### config.mk
export PLATFORM = sky130hd
export DESIGN_NAME = rsa_mexp_seq
export DESIGN_NICKNAME = d
export VERILOG_FILES = /design/src/rtl/rsa_mexp_seq.sv
export SDC_FILE = /design/constraint.sdc
export NUM_CORES = 1
export LEC_CHECK = 0
export ABC_AREA = 1
export CORE_ASPECT_RATIO = 1.4
export CORE_UTILIZATION = 53
export CTS_CLUSTER_SIZE = 20
export DETAILED_ROUTE_END_ITERATION = 8
export HOLD_SLACK_MARGIN = 0.08
export PLACE_DENSITY = 0.82
export REMOVE_ABC_BUFFERS = 1
export SLEW_MARGIN = 20
export SYNTH_ARGS = -nofsm -noshare
export SYNTH_HDL_FRONTEND = slang
export SYNTH_SLANG_ARGS = --single-unit
### constraint.sdc
create_clock -name clk -period 2.6 [get_ports clk]
set_input_delay 0.52 -clock clk [delete_from_list [all_inputs] [get_ports clk]]
set_output_delay 0.52 -clock clk [all_outputs]
set_load 0.005 [all_outputs]
### src/rtl/rsa_mexp_seq.sv
// rsa_mexp_seq: operation sequencer for Montgomery modular exponentiation
// X = M^E mod N, driving a shared external Montgomery multiplier.
//
// Ports:
//   clk, rstb       clock, async active-low reset
//   ena             clock enable (state frozen, strobes masked when low)
//   start, stop     begin run (IDLE only) / abort to IDLE (highest priority)
//   exponent        E, latched when start is accepted
//   mm_start        one-cycle multiplier launch
//   mm_done         multiplier result valid (sampled in WAIT only)
//   mm_sel_a        A operand: 0=X, 1=M, 2=one, 3=message
//   mm_sel_b        B operand: 0=X, 1=M, 2=one, 3=R^2
//   wr_x, wr_m      write multiplier result into X / M register
//   busy            not idle
//   bit_idx         exponent bit being processed
//   eoc             one-cycle end-of-conversion pulse
module rsa_mexp_seq #(
  parameter int WIDTH = 8,
  parameter int IDX_W = $clog2(WIDTH)
) (
  input  logic             clk,
  input  logic             rstb,
  input  logic             ena,
  input  logic             start,
  input  logic             stop,
  input  logic [WIDTH-1:0] exponent,
  output logic             mm_start,
  input  logic             mm_done,
  output logic [1:0]       mm_sel_a,
  output logic [1:0]       mm_sel_b,
  output logic             wr_x,
  output logic             wr_m,
  output logic             busy,
  output logic [IDX_W-1:0] bit_idx,
  output logic             eoc
);

  typedef enum logic [1:0] {
    S_IDLE,
    S_ISSUE,
    S_WAIT,
    S_DONE
  } state_t;

  typedef enum logic [2:0] {
    OP_PRE_M,
    OP_PRE_X,
    OP_SQR,
    OP_MUL,
    OP_POST
  } op_t;

  state_t           r_state;
  state_t           w_state_nx;
  op_t              r_op;
  op_t              w_op_nx;
  logic [IDX_W-1:0] r_bit_idx;
  logic [IDX_W-1:0] w_idx_nx;
  logic [WIDTH-1:0] r_exp;
  logic [WIDTH-1:0] w_exp_nx;
  logic             w_bit;
  logic             w_last;
  logic             w_fire;

  assign w_bit   = r_exp[r_bit_idx];
  assign w_last  = (r_bit_idx == '0);
  // Pulses and strobes only fire in an enabled, non-aborted cycle.
  assign w_fire  = ena & ~stop;
  assign bit_idx = r_bit_idx;

  always_ff @(posedge clk or negedge rstb) begin
    if (!rstb) begin
      r_state   <= S_IDLE;
      r_op      <= OP_PRE_M;
      r_bit_idx <= '0;
      r_exp     <= '0;
    end else if (ena) begin
      r_state   <= w_state_nx;
      r_op      <= w_op_nx;
      r_bit_idx <= w_idx_nx;
      r_exp     <= w_exp_nx;
    end
  end

  always_comb begin
    w_state_nx = r_state;
    w_op_nx    = r_op;
    w_idx_nx   = r_bit_idx;
    w_exp_nx   = r_exp;
    if (stop) begin
      w_state_nx = S_IDLE;
    end else begin
      unique case (r_state)
        S_IDLE: begin
          if (start) begin
            w_exp_nx   = exponent;
            w_op_nx    = OP_PRE_M;
            w_state_nx = S_ISSUE;
          end
        end
        S_ISSUE: w_state_nx = S_WAIT;
        S_WAIT: begin
          if (mm_done) begin
            w_state_nx = S_ISSUE;
            unique case (r_op)
              OP_PRE_M: w_op_nx = OP_PRE_X;
              OP_PRE_X: begin
                w_op_nx  = OP_SQR;
                w_idx_nx = IDX_W'(WIDTH - 1);
              end
              OP_SQR: begin
                // Leading zeros still get squared; only set bits multiply.
                if (w_bit) begin
                  w_op_nx = OP_MUL;
                end else if (w_last) begin
                  w_op_nx = OP_POST;
                end else begin
                  w_idx_nx = r_bit_idx - IDX_W'(1);
                end
              end
              OP_MUL: begin
                if (w_last) begin
                  w_op_nx = OP_POST;
                end else begin
                  w_op_nx  = OP_SQR;
                  w_idx_nx = r_bit_idx - IDX_W'(1);
                end
              end
              OP_POST: w_state_nx = S_DONE;
              default: begin
                w_state_nx = S_IDLE;
                w_op_nx    = OP_PRE_M;
              end
            endcase
          end
        end
        S_DONE:  w_state_nx = S_IDLE;
        default: w_state_nx = S_IDLE;
      endcase
    end
  end

  always_comb begin
    mm_start = 1'b0;
    mm_sel_a = 2'd0;
    mm_sel_b = 2'd0;
    wr_x     = 1'b0;
    wr_m     = 1'b0;
    eoc      = 1'b0;
    busy     = (r_state != S_IDLE);
    if (r_state == S_ISSUE || r_state == S_WAIT) begin
      unique case (r_op)
        OP_PRE_M: begin mm_sel_a = 2'd3; mm_sel_b = 2'd3; end
        OP_PRE_X: begin mm_sel_a = 2'd2; mm_sel_b = 2'd3; end
        OP_SQR:   begin mm_sel_a = 2'd0; mm_sel_b = 2'd0; end
        OP_MUL:   begin mm_sel_a = 2'd0; mm_sel_b = 2'd1; end
        OP_POST:  begin mm_sel_a = 2'd0; mm_sel_b = 2'd2; end
        default: ;
      endcase
    end
    unique case (r_state)
      S_ISSUE: mm_start = w_fire;
      S_WAIT: begin
        if (w_fire && mm_done) begin
          unique case (r_op)
            OP_PRE_M: wr_m = 1'b1;
            OP_PRE_X, OP_SQR, OP_MUL, OP_POST: wr_x = 1'b1;
            default: ;
          endcase
        end
      end
      S_DONE:  eoc = w_fire;
      default: ;
    endcase
  end

endmodule
Word level (Yosys, flattened, before mapping). Cells that the tools add are included.

Logic and storage cells: 66. Output and inout port bits: 12. Bits in registers: 16. Bits of input ports: 14.

Equality and inequality tests: 14. Bitwise logic cells: 2. $lt $le $gt $ge: 1. Reduce and logical (&&, ||, !) cells: 15. $add $sub $neg: 1. Muxes and demuxes: 29.

Operator list (number): 3-bit 2-to-1 mux (7); 3-bit case mux with 5 select lines (1); 2-bit 2-to-1 mux (5); 1-bit 2-to-1 mux (9); 3-bit case mux with 3 select lines (1); 2-bit inequality test, second input constant (4); 2-bit case mux with 2 select lines (2); 2-bit case mux with 4 select lines (1); 4-bit OR reduction (2); 7-bit AND reduction (1); 3-bit by 2-bit equality test with 1-bit output, second input constant (2); 3-bit logical NOT (2); 3-bit inequality test, second input constant (2); 2-bit case mux with 3 select lines (1); 3-bit case mux with 2 select lines (1); 6-bit AND reduction (1); 2-bit equality test, second input constant (2); 3-bit by 4-bit less-than comparator with 1-bit output, second input constant (1); 4-bit inequality test, second input constant (1); 4-bit AND reduction (1); 2-bit nonzero test (2); 1-bit binary-select mux with 3-bit select (1); 3-bit by 1-bit equality test with 1-bit output, second input constant (1); 3-bit equality test, second input constant (1); 10 further kinds (10).

Depth between registers and ports, before layout. Gate-level depths: netlist of run 1.

Depth in word-level cells: 6. Depth in mapped cells: 10. Depth with buffers taken out: 10.

Worst setup path before layout of run 1. OpenSTA, ideal clock, no wires.

Path type: register to output. Start: register r_state[0]. End: output wr_x. Setup slack: 1.024 ns. Required time: 2.080 ns. Arrival: 1.056 ns. Cell stages (with the launch flop): 5. Buffers on the path: 0. Path through: dfrtp_1 > inv_1 > ha_1 > nand3_1 > nor3_1.

Word-level cells in the longest chain between the ends: 2.

RTL lines: from (decl) (RTL line 53) `state_t r_state;`; from (signal assigned) (RTL line 78) `r_state <= w_state_nx;`; 2-bit equality test (RTL line 161) `unique case (r_state)`; 1-bit 2-to-1 mux (RTL line 161); to (decl) (RTL line 31) `output logic wr_x,`.

No other way between the ends.

Final worst setup path of run 1.
Start: input ena. End: output wr_x.

Word-level cells in the longest chain between the ends: 4.

RTL lines: from (decl) (RTL line 23) `input logic ena,`; 1-bit AND (RTL line 68) `assign w_fire = ena & ~stop;`; 1-bit logical AND (RTL line 164) `if (w_fire && mm_done) begin`; 1-bit 2-to-1 mux (RTL line 164); 1-bit 2-to-1 mux (RTL line 161).

No other way between the ends.

==> impl_summary.log, run 1 <==
INFO  metric io-pin-count = 26
INFO  metric cts_root_buf = sky130_fd_sc_hd__clkbuf_4
INFO  metric worst_setup_path_end_kind = output pin
INFO  metric power.net_switching = 0.503 mW
INFO  metric synth.avg_cell_area = 7.41 um2
INFO  metric finalInstanceArea = 0.00142 mm2
INFO  metric route.vias.total = 1,002
INFO  metric nNetsFinal = 198
INFO  metric min_period_over_period = 95.2%
INFO  metric path_common_cell = sky130_fd_sc_hd__clkdlybuf4s50_1
INFO  metric post_synthesis_compound_gate_area_fraction = 12.5%
INFO  metric finalWeightedCongestion = 0.796
INFO  metric hold_crit_path_type = flop to flop
INFO  metric route.detailed.wl_per_inst = 11.5 um
INFO  metric tritoncts_num_sinks = 16
INFO  metric fmax = 404 MHz
INFO  metric synthesis.yosys.warnings = 0
INFO  metric detailedRoute.firstPassIterationCount = 4
INFO  metric die_area = 0.00229 mm2
INFO  metric cp_data_arrival_time = 1.96 ns
INFO  metric die-width = 40.7 um
INFO  metric worstSkewPairLatency = 0.29 ns
INFO  metric synthesis.area = 0.00111 mm2
INFO  metric combinationalPowerShare = 54.1%
INFO  metric timing.setup.tns = 0 ns
INFO  metric grt_util_all_layers = 23.1%
INFO  metric worst-path-max-fanout = 3
INFO  metric synth.largest_area_cell = sky130_fd_sc_hd__dfrtp_1
INFO  metric dr.first_iter.drc_count = 15
INFO  metric cts_hold_buffers = 0
INFO  metric p_sw_share = 40.3%
INFO  metric synth_xor_xnor_area_share = 0%
INFO  metric intPower = 0.744 mW
INFO  metric timing.final.crit_period = 2.48 ns
INFO  metric cpMaxStageDelayCell = sky130_fd_sc_hd__clkdlybuf4s50_1
INFO  metric rsz0062_at_grt = false
INFO  metric grt_max_degree = 17
INFO  metric cts-buffers-inserted = 3
INFO  metric grt_first_pass_wirelength = 3.70 mm
INFO  metric syn_to_final_growth = 27.5%
INFO  metric required = 2.08 ns
INFO  metric timing.final.setup_violations = 0
INFO  metric netlist_instances = 150
INFO  metric run_status = complete, no violations
INFO  metric worst_slew_margin_rel = 53.7%
INFO  metric synth_mux_area_share = 0%
INFO  metric totalWireLength = 2.27 mm
INFO  metric yosys.area_share.simple = 32.4%
INFO  metric largest_delay_contributor_family_on_the_critical_path = buffers and inverters
INFO  metric finalClockSkew = 0.000711 ns
INFO  metric cts.reportedPaths.clkPinSlew = 0.09 ns
INFO  metric critical_path_class = input pin to output pin
INFO  metric drv.max_cap_violation_count = 0
INFO  metric power.ir.vdd_worst = 0.518 mV
INFO  metric detail_route.vias_per_cell = 5.09
INFO  metric hold_violations = 0
INFO  metric cp_slowest_stage_delay = 0.51 ns
INFO  metric cts_htree_levels = 1
INFO  metric initial_utilization = 56.3%
INFO  metric route.detailed.drc = 0
INFO  metric num_antenna_cells = 0
INFO  metric synth_fa_ha_area_share = 7.88%
INFO  metric mostFrequentLayoutCell = sky130_fd_sc_hd__nand2_1
INFO  metric clock_tree.buffer_depth = 2
INFO  metric yosys_register_bits = 16
INFO  metric yosys.cell_types.count = 25
INFO  metric power_leakage = 0.660 nW
INFO  metric layout_common_cells = sky130_fd_sc_hd__nand2_1, sky130_fd_sc_hd__clkdlybuf4s50_1, sky130_fd_sc_hd__inv_1, sky130_fd_sc_hd__nor2_1, sky130_fd_sc_hd__dfrtp_1
INFO  metric yosysTopAreaCellShare = 36.0%
INFO  metric tightest_slew = 0.692 ns
INFO  metric crit_path_cell_trace = clkdlybuf4s50_1 > inv_2 > nor2_4 > nand3_1 > nor3_2 > clkdlybuf4s50_1
INFO  metric dominant_combinational_cell_family_by_area_after_synthesis = simple AND/OR/NAND/NOR gates
INFO  metric num_rows = 19
INFO  metric power_frac_seq = 32.7%
INFO  metric power_frac_clock = 13.3%
INFO  metric critical_path_source_type = input pin
INFO  metric power_density = 881 mW/mm2
INFO  metric die_h = 56.2 um
INFO  metric detailed_place.area = 0.00137 mm2
INFO  metric post_synthesis_sequential_area_ratio = 36.0%
INFO  metric antenna_violating_nets_post_route = 0
INFO  metric via_count_of_the_first_global_routing_pass = 978
INFO  metric slew_violations = 0
INFO  metric timing.critical_path.buf_inv = 3
INFO  metric antenna_found_initial = 0
INFO  metric port_buffers = 25
INFO  metric overflow = 0
INFO  metric drive_above_1_share = 16.5%
INFO  metric yosys-top-cells-area = sky130_fd_sc_hd__dfrtp_1, sky130_fd_sc_hd__nand2_1, sky130_fd_sc_hd__ha_1, sky130_fd_sc_hd__inv_1, sky130_fd_sc_hd__a21oi_1
INFO  metric tritoncts = built
INFO  metric dp.final_hpwl = 1.81 mm
INFO  metric filler_cell_count = 151
INFO  metric core = 0.00197 mm2
[cell type report]
type                    instances  area, um2  share of cell area (%)
repair buffers                 25        250                    17.7
multi-input cells             102        594                    42.0
flip-flops and latches         16        400                    28.3
clock buffers                   4       36.3                    2.56
well taps                      21       26.3                    1.86
inverters                      29        109                    7.69
[routing by layer]
metal | routed length (um) | share of wire (%) | vias up | track usage [%]
li1 | - | - | 523 | -
met1 | 905 | 40 | 449 | 21.8
met2 | 1260 | 55 | 25 | 44.7
met3 | 61 | 2.7 | 5 | 1.20
met4 | 45 | 2.0 | 0 | 10.0
met5 | 0 | 0 | - | 0
[sequential cells by signal, summed over array words and instances, names as in the netlist]
name,count
bit_idx,3
r_exp,8
r_op,3
r_state,2
[per-stage QoR]
stage / cells / total power, mW / hold slack (ns) / utilization (%) / setup WS [ns]
detailed placement: 193 / 1.08 / 0.505 / 69.6 / 0.0942
global placement: 193 / 1.06 / 0.498 / 69.6 / 0.163
global route: 197 / 1.36 / 0.536 / 71.8 / 0.0320
floorplan: 147 / 0.805 / 0.224 / - / 1.02
finish: 197 / 1.25 / 0.520 / 71.8 / 0.124
CTS: 197 / 1.25 / 0.524 / 71.4 / 0.0678
[worst reg2reg max path: stages, from the launching register on]
cell and delay [ns]:
sky130_fd_sc_hd__dfrtp_1 0.44, sky130_fd_sc_hd__inv_2 0.11, sky130_fd_sc_hd__ha_2 0.23, sky130_fd_sc_hd__inv_2 0.07, sky130_fd_sc_hd__o22ai_1 0.20, sky130_fd_sc_hd__or2_1 0.20
sky130_fd_sc_hd__nor2_4 0.05, sky130_fd_sc_hd__nand2_4 0.09, sky130_fd_sc_hd__inv_2 0.04, sky130_fd_sc_hd__nand2_1 0.05, sky130_fd_sc_hd__nand2_1 0.05
[synth_stat cells (all sizes together)]
master / count
o22ai: 2
nor2: 22
nor3: 3
clkinv: 1
o211ai: 1
or2: 3
a21oi: 15
dfrtp: 16
inv: 28
ha: 7
nand2: 29
o21ai: 5
a211oi: 2
nand3: 13
buf: 3
[path summary, 6_finish.rpt]
check                           start  endpoint  slack, ns  cells past startpoint
max                               ena      wr_x       0.12                      6
min in group asynchronous        rstb  r_exp[3]       0.64                      1
min                          r_exp[0]  r_exp[0]       0.52                      2
max reg2reg                r_state[0]   r_op[0]       0.94                     10
max in group asynchronous        rstb   r_op[2]       1.53                      1
min reg2reg                  r_exp[0]  r_exp[0]       0.52                      2
[cells by family (layout without fill, tap and decap cells)]
kind of cell             count (synthesis)  count (layout)
AO/OA/AOI/OAI                           25              25
buffers and inverters                   32              58
adder cells (fa/ha/maj)                  7               7
flip-flops                              16              16
AND/OR/NAND/NOR                         70              70
[what timing repair did]
action	in CTS	in global routing
gates resized for setup	0	3
setup buffers	0	0
setup endpoints to repair	0	1
[power by group through the flow]
stage / logic (mW) / clock network [mW] / registers [mW]
after floorplan: 0.410 / 0 / 0.395
after global placement: 0.652 / 0 / 0.407
after detailed placement: 0.672 / 0 / 0.411
after CTS: 0.676 / 0.170 / 0.405
after global routing: 0.763 / 0.181 / 0.417
final: 0.674 / 0.165 / 0.407
No activity file was read; power rests on OpenSTA's default activity.
==> run 2, diff against run 1 <==
Settings changed: CELL_PAD_IN_SITES_DETAIL_PLACEMENT set to 0, CELL_PAD_IN_SITES_GLOBAL_PLACEMENT set to 1, CORE_UTILIZATION 53 to 38.
==> run 2 against run 1 <==
Effect of this change: clock power is essentially flat; maximum frequency fell by 1.1%; die area grew 38%; wire length down 0.93%; final area grew 0.79%.
==> impl_summary.log, run 2 (synthesis gave the netlist of run 1 again) <==
INFO  metric detailedRoute.firstPassIterationCount = 5
INFO  metric initial_utilization = 41.2%
INFO  metric core = 0.00270 mm2
INFO  metric clock_tree.buffer_depth = 2
INFO  metric cts_setup_buffers = 0
INFO  metric detailed_place.area = 0.00139 mm2
INFO  metric filler_cell_count = 302
INFO  metric die_h = 66.0 um
INFO  metric finalClockSkew = 0.00134 ns
INFO  metric antenna_found_initial = 0
INFO  metric totalWireLength = 2.25 mm
INFO  metric drv.max_cap_violation_count = 0
INFO  metric dp.final_hpwl = 1.87 mm
INFO  metric slew_violations = 0
INFO  metric hold_violations = 0
INFO  metric die-width = 47.7 um
INFO  metric grt_util_met3 = 1.91%
INFO  metric timing.setup.tns = 0 ns
INFO  metric intPower = 0.743 mW
INFO  metric grt.met2_usage = 29.6%
INFO  metric port_buffers = 25
INFO  metric cts_hold_buffers = 0
INFO  metric grt_first_pass_wirelength = 3.77 mm
INFO  metric cpMaxStageDelayCell = sky130_fd_sc_hd__clkdlybuf4s50_1
INFO  metric power_frac_seq = 32.8%
INFO  metric hold_depth = 2
INFO  metric layout_common_cells = sky130_fd_sc_hd__nand2_1, sky130_fd_sc_hd__clkdlybuf4s50_1, sky130_fd_sc_hd__inv_1, sky130_fd_sc_hd__nor2_1, sky130_fd_sc_hd__dfrtp_1
INFO  metric detail_route.vias_per_cell = 4.74
INFO  metric power.ir.vdd_worst = 0.408 mV
INFO  metric dr.first_iter.drc_count = 29
INFO  metric reg_with_most_ffs = r_exp
INFO  metric num_rows = 22
INFO  metric rsz0062_at_grt = false
INFO  metric max_reg_flops = 8
INFO  metric worst-path-max-fanout = 5
INFO  metric required = 2.08 ns
INFO  metric crit_path_cell_trace = inv_1 > ha_1 > nand3_1 > nor3_1 > clkdlybuf4s50_1
INFO  metric num_antenna_cells = 0
INFO  metric finalWeightedCongestion = 0.885
INFO  metric hold_crit_path_type = flop to flop
INFO  metric run_status = complete, no violations
INFO  metric syn_to_final_growth = 28.5%
INFO  metric power.net_switching = 0.494 mW
INFO  metric power_frac_clock = 13.4%
INFO  metric reg2reg_depth = 9
INFO  metric route.detailed.drc = 0
INFO  metric overflow = 0
INFO  metric power_density = 866 mW/mm2
INFO  metric nNetsFinal = 198
INFO  metric grt_util_all_layers = 16.6%
INFO  metric cts_resized = 0
INFO  metric tritoncts_num_sinks = 16
INFO  metric antenna_violating_nets_post_route = 0
INFO  metric critical_path_source_type = flop
INFO  metric cts_root_buf = sky130_fd_sc_hd__clkbuf_4
INFO  metric route.detailed.wl_per_inst = 10.6 um
INFO  metric grt.met1_usage = 18.0%
INFO  metric tritoncts = built
INFO  metric tightest_slew = 0.695 ns
INFO  metric worstSkewPairLatency = 0.29 ns
INFO  metric mostFrequentLayoutCell = sky130_fd_sc_hd__nand2_1
INFO  metric drive_above_1_share = 14.8%
INFO  metric worst_setup_path_end_kind = output pin
INFO  metric grt_max_degree = 17
INFO  metric seq_area = 400 um2
INFO  metric multi_input_area = 587 um2
INFO  metric io-pin-count = 26
INFO  metric global_route.peak_usage_layer = met2
INFO  metric p_sw_share = 39.9%
INFO  metric fmax = 399 MHz
INFO  metric combinationalPowerShare = 53.8%
INFO  metric cts.reportedPaths.clkPinSlew = 0.09 ns
INFO  metric critical_path_class = flop to output pin
INFO  metric route.vias.total = 1,004
INFO  metric timing.final.setup_violations = 0
INFO  metric cp_slowest_stage_delay = 0.52 ns
INFO  metric via_count_of_the_first_global_routing_pass = 932
INFO  metric worst_slew_margin_rel = 53.5%
INFO  metric timing.final.crit_period = 2.50 ns
INFO  metric cts_htree_levels = 1
INFO  metric min_period_over_period = 96.3%
INFO  metric finalInstanceArea = 0.00143 mm2
INFO  metric cts-buffers-inserted = 3
INFO  metric cp_data_arrival_time = 1.98 ns
INFO  metric power_leakage = 0.661 nW
INFO  metric die_area = 0.00315 mm2
==> run 2: metrics by stage <==
step / setup WS [ns] / hold WS [ns] / cells / utilization [%] / power, mW
final: 0.0960 / 0.517 / 212 / 52.9 / 1.24
after global routing: 0.0144 / 0.550 / 212 / 52.9 / 1.35
after CTS: 0.0996 / 0.521 / 212 / 52.9 / 1.26
after detailed placement: 0.134 / 0.505 / 208 / 51.6 / 1.09
after global placement: 0.153 / 0.494 / 208 / 51.6 / 1.07
after floorplan: 1.02 / 0.224 / 147 / - / 0.805
==> run 2: worst max-delay path, delay by kind of cell, from the launching register on <==
kind                       cells  cell delay (ns)
adders and majority gates      1             0.27
buffers and inverters          2             0.66
DFF                            1             0.43
and+or+nand+nor                2             0.32
==> run 2: area by class of cell <==
cell class              count  area share [%]
flip-flops and latches     16            28.0
repair buffers             25            17.5
inverters                  29            7.62
well taps                  36            3.16
clock buffers               4            2.54
multi-input cells         102            41.1
==> run 2: power by group through the flow <==
| stage | clock network [mW] | registers (mW) | logic, mW |
|---|---|---|---|
| finish | 0.166 | 0.406 | 0.665 |
| global route | 0.180 | 0.421 | 0.752 |
| CTS | 0.172 | 0.407 | 0.679 |
| detailed placement | 0 | 0.412 | 0.676 |
| global placement | 0 | 0.409 | 0.660 |
| floorplan | 0 | 0.395 | 0.410 |
==> run 2: final timing paths <==
path | slack (ns) | start | end
max | 0.1 | r_state[0] | wr_x
min | 0.52 | r_exp[1] | r_exp[1]
max reg2reg | 0.89 | r_state[0] | r_op[2]
min reg2reg | 0.52 | r_exp[1] | r_exp[1]
max in group asynchronous | 1.53 | rstb | r_op[2]
min in group asynchronous | 0.64 | rstb | r_exp[3]
==> run 2: layer usage <==
layer	wire length (um)	part of all wire, %	vias up
li1	-	-	520
met3	70	3.1	5
met1	881	39	457
met4	47	2.1	0
met2	1250	56	22
met5	0	0	-
==> run 3, diff against run 2 <==
Settings changed: REMOVE_ABC_BUFFERS 1 to not set, TNS_END_PERCENT set to 10.
==> run 3 against run 2 <==
Effect of this change: count of clock-buffer cells in the layout unchanged; sequential share of layout area about the same; sequential power about the same; global-route usage rose by 0.98 points; wire length grew 6.4%.
==> impl_summary.log, run 3 (synthesis gave the netlist of run 1 again) <==
INFO  metric hold_crit_path_type = flop to flop
INFO  metric worst_setup_path_end_kind = output pin
INFO  metric core = 0.00270 mm2
INFO  metric cp_data_arrival_time = 1.95 ns
INFO  metric cts_root_buf = sky130_fd_sc_hd__clkbuf_4
INFO  metric clock_tree.buffer_depth = 2
INFO  metric timing.final.crit_period = 2.47 ns
INFO  metric fmax = 404 MHz
INFO  metric required = 2.08 ns
INFO  metric worst_slew_margin_rel = 52.0%
INFO  metric finalClockSkew = 0.00572 ns
INFO  metric reg2reg_depth = 10
INFO  metric hold_violations = 0
INFO  metric route.detailed.wl_per_inst = 11.3 um
INFO  metric holdWs = 0.521 ns
INFO  metric route.detailed.drc = 0
INFO  metric initial_utilization = 41.2%
INFO  metric power_frac_clock = 13.4%
INFO  metric num_rows = 22
INFO  metric io-pin-count = 26
INFO  metric cts_htree_levels = 1
INFO  metric power.net_switching = 0.490 mW
INFO  metric port_buffers = 25
INFO  metric detail_route.vias_per_cell = 4.73
INFO  metric worst-path-max-fanout = 3
INFO  metric max_reg_flops = 8
INFO  metric r2r-start = r_state[0]
INFO  metric intPower = 0.743 mW
INFO  metric die-width = 47.7 um
INFO  metric endpoint_of_the_lowest_slack_register_to_register_path = r_op[1]
INFO  metric totalPowerFinal = 1.23 mW
INFO  metric hold_depth = 2
INFO  metric combinationalPowerShare = 53.6%
INFO  metric route.vias.total = 1,002
INFO  metric via_count_of_the_first_global_routing_pass = 955
INFO  metric antenna_found_initial = 0
INFO  metric drive_above_1_share = 15.3%
INFO  metric filler_cell_count = 308
INFO  metric power_frac_seq = 33.0%
INFO  metric cts.reportedPaths.clkPinSlew = 0.10 ns
INFO  metric overflow = 0
INFO  metric drv.max_cap_violation_count = 0
INFO  metric worst_hold_path.endpoint = r_exp[3]
INFO  metric run_status = complete, no violations
INFO  metric timing.setup.tns = 0 ns
INFO  metric mostFrequentLayoutCell = sky130_fd_sc_hd__nand2_1
INFO  metric tritoncts_num_sinks = 16
INFO  metric critical_path_source_type = input pin
INFO  metric num_antenna_cells = 0
INFO  metric power_density = 862 mW/mm2
INFO  metric antenna_violating_nets_post_route = 0
INFO  metric mappedNetlistNets = 171
INFO  metric slew_violations = 0
INFO  metric cts_hold_buffers = 0
INFO  metric detailedRoute.firstPassIterationCount = 4
INFO  metric hold_path_startpoint = r_exp[3]
INFO  metric cts-buffers-inserted = 3
INFO  metric layout_common_cells = sky130_fd_sc_hd__nand2_1, sky130_fd_sc_hd__clkdlybuf4s50_1, sky130_fd_sc_hd__inv_1, sky130_fd_sc_hd__nor2_1, sky130_fd_sc_hd__dfrtp_1
INFO  metric power_leakage = 0.660 nW
INFO  metric reg2reg_setup_slack = 0.94 ns
INFO  metric reg_with_most_ffs = r_exp
INFO  metric finalWeightedCongestion = 0.825
INFO  metric dr.first_iter.drc_count = 10
INFO  metric p_sw_share = 39.7%
INFO  metric min_period_over_period = 95.1%
INFO  metric tritoncts = built
INFO  metric worstSkewPairLatency = 0.28 ns
INFO  metric totalWireLength = 2.39 mm
INFO  metric critical_path_class = input pin to output pin
INFO  metric tightest_slew = 0.717 ns
INFO  metric grt_first_pass_wirelength = 4.04 mm
INFO  metric rsz0062_at_grt = false
INFO  metric nNetsFinal = 198
INFO  metric die_h = 66.0 um
INFO  metric timing.final.setup_violations = 0
INFO  metric power.ir.vdd_worst = 0.596 mV
INFO  metric die_area = 0.00315 mm2
INFO  metric grt_util_all_layers = 17.5%
INFO  metric dp.final_hpwl = 1.96 mm
INFO  metric syn_to_final_growth = 28.7%
INFO  metric grt_max_degree = 17
[run 3: cell counts in the layout (fill, tap and decap cells not counted)]
Identical to the previous run, type by type.
[run 3: final cells by class]
type                       instances  area [um2]  share of cell area, %
sequential                        16         400                   28.0
multi-input combinational        102         589                   41.2
tap                               36        45.0                   3.15
clock buffer                       4        36.3                   2.54
inverter                          29         109                   7.61
timing repair buffer              25         250                   17.5
[run 3: worst max-delay path by stage]
stage	to	depth (start not counted)	start
finish	wr_x	5	stop
global route	wr_x	5	stop
CTS	wr_x	5	r_state[0]
detailed placement	wr_x	5	stop
global placement	wr_x	6	ena
floorplan	wr_x	4	r_state[0]
[run 3: repair_timing]
item	4_1_cts	5_1_grt
setup endpoints to repair	0	1
buffers inserted	0	0
gates resized for setup	0	1
[run 3: layer usage]
metal | vias to the layer above | global-route usage, % | wire length (um)
met1 | 455 | 20.0 | 1030
met2 | 21 | 31.1 | 1260
met4 | 0 | 6.25 | 19
met5 | - | 0 | 0
li1 | 524 | - | -
met3 | 2 | 2.73 | 89
[run 3: power by group through the flow]
stage	logic, mW	registers (mW)	clock network (mW)
2_1_floorplan	0.420	0.389	0
3_3_place_gp	0.658	0.411	0
3_5_place_dp	0.666	0.414	0
4_1_cts	0.673	0.409	0.169
5_1_grt	0.751	0.421	0.177
6_report	0.661	0.407	0.165
[run 3: critical path, stage by stage]
cell	delay [ns]
sky130_fd_sc_hd__clkdlybuf4s50_1	0.47
sky130_fd_sc_hd__nor2_4	0.15
sky130_fd_sc_hd__nand3_1	0.13
sky130_fd_sc_hd__nor3_1	0.15
sky130_fd_sc_hd__clkdlybuf4s50_1	0.52
[run 3: through the flow]
step | setup WS, ns | utilization (%) | cells | area [um2]
finish | 0.128 | 53.0 | 212 | 1430
global route | 0.0113 | 53.0 | 212 | 1430
CTS | 0.0831 | 52.9 | 212 | 1430
detailed placement | 0.115 | 51.6 | 208 | 1390
global placement | 0.142 | 51.6 | 208 | 1390
floorplan | 1.02 | - | 150 | 1110
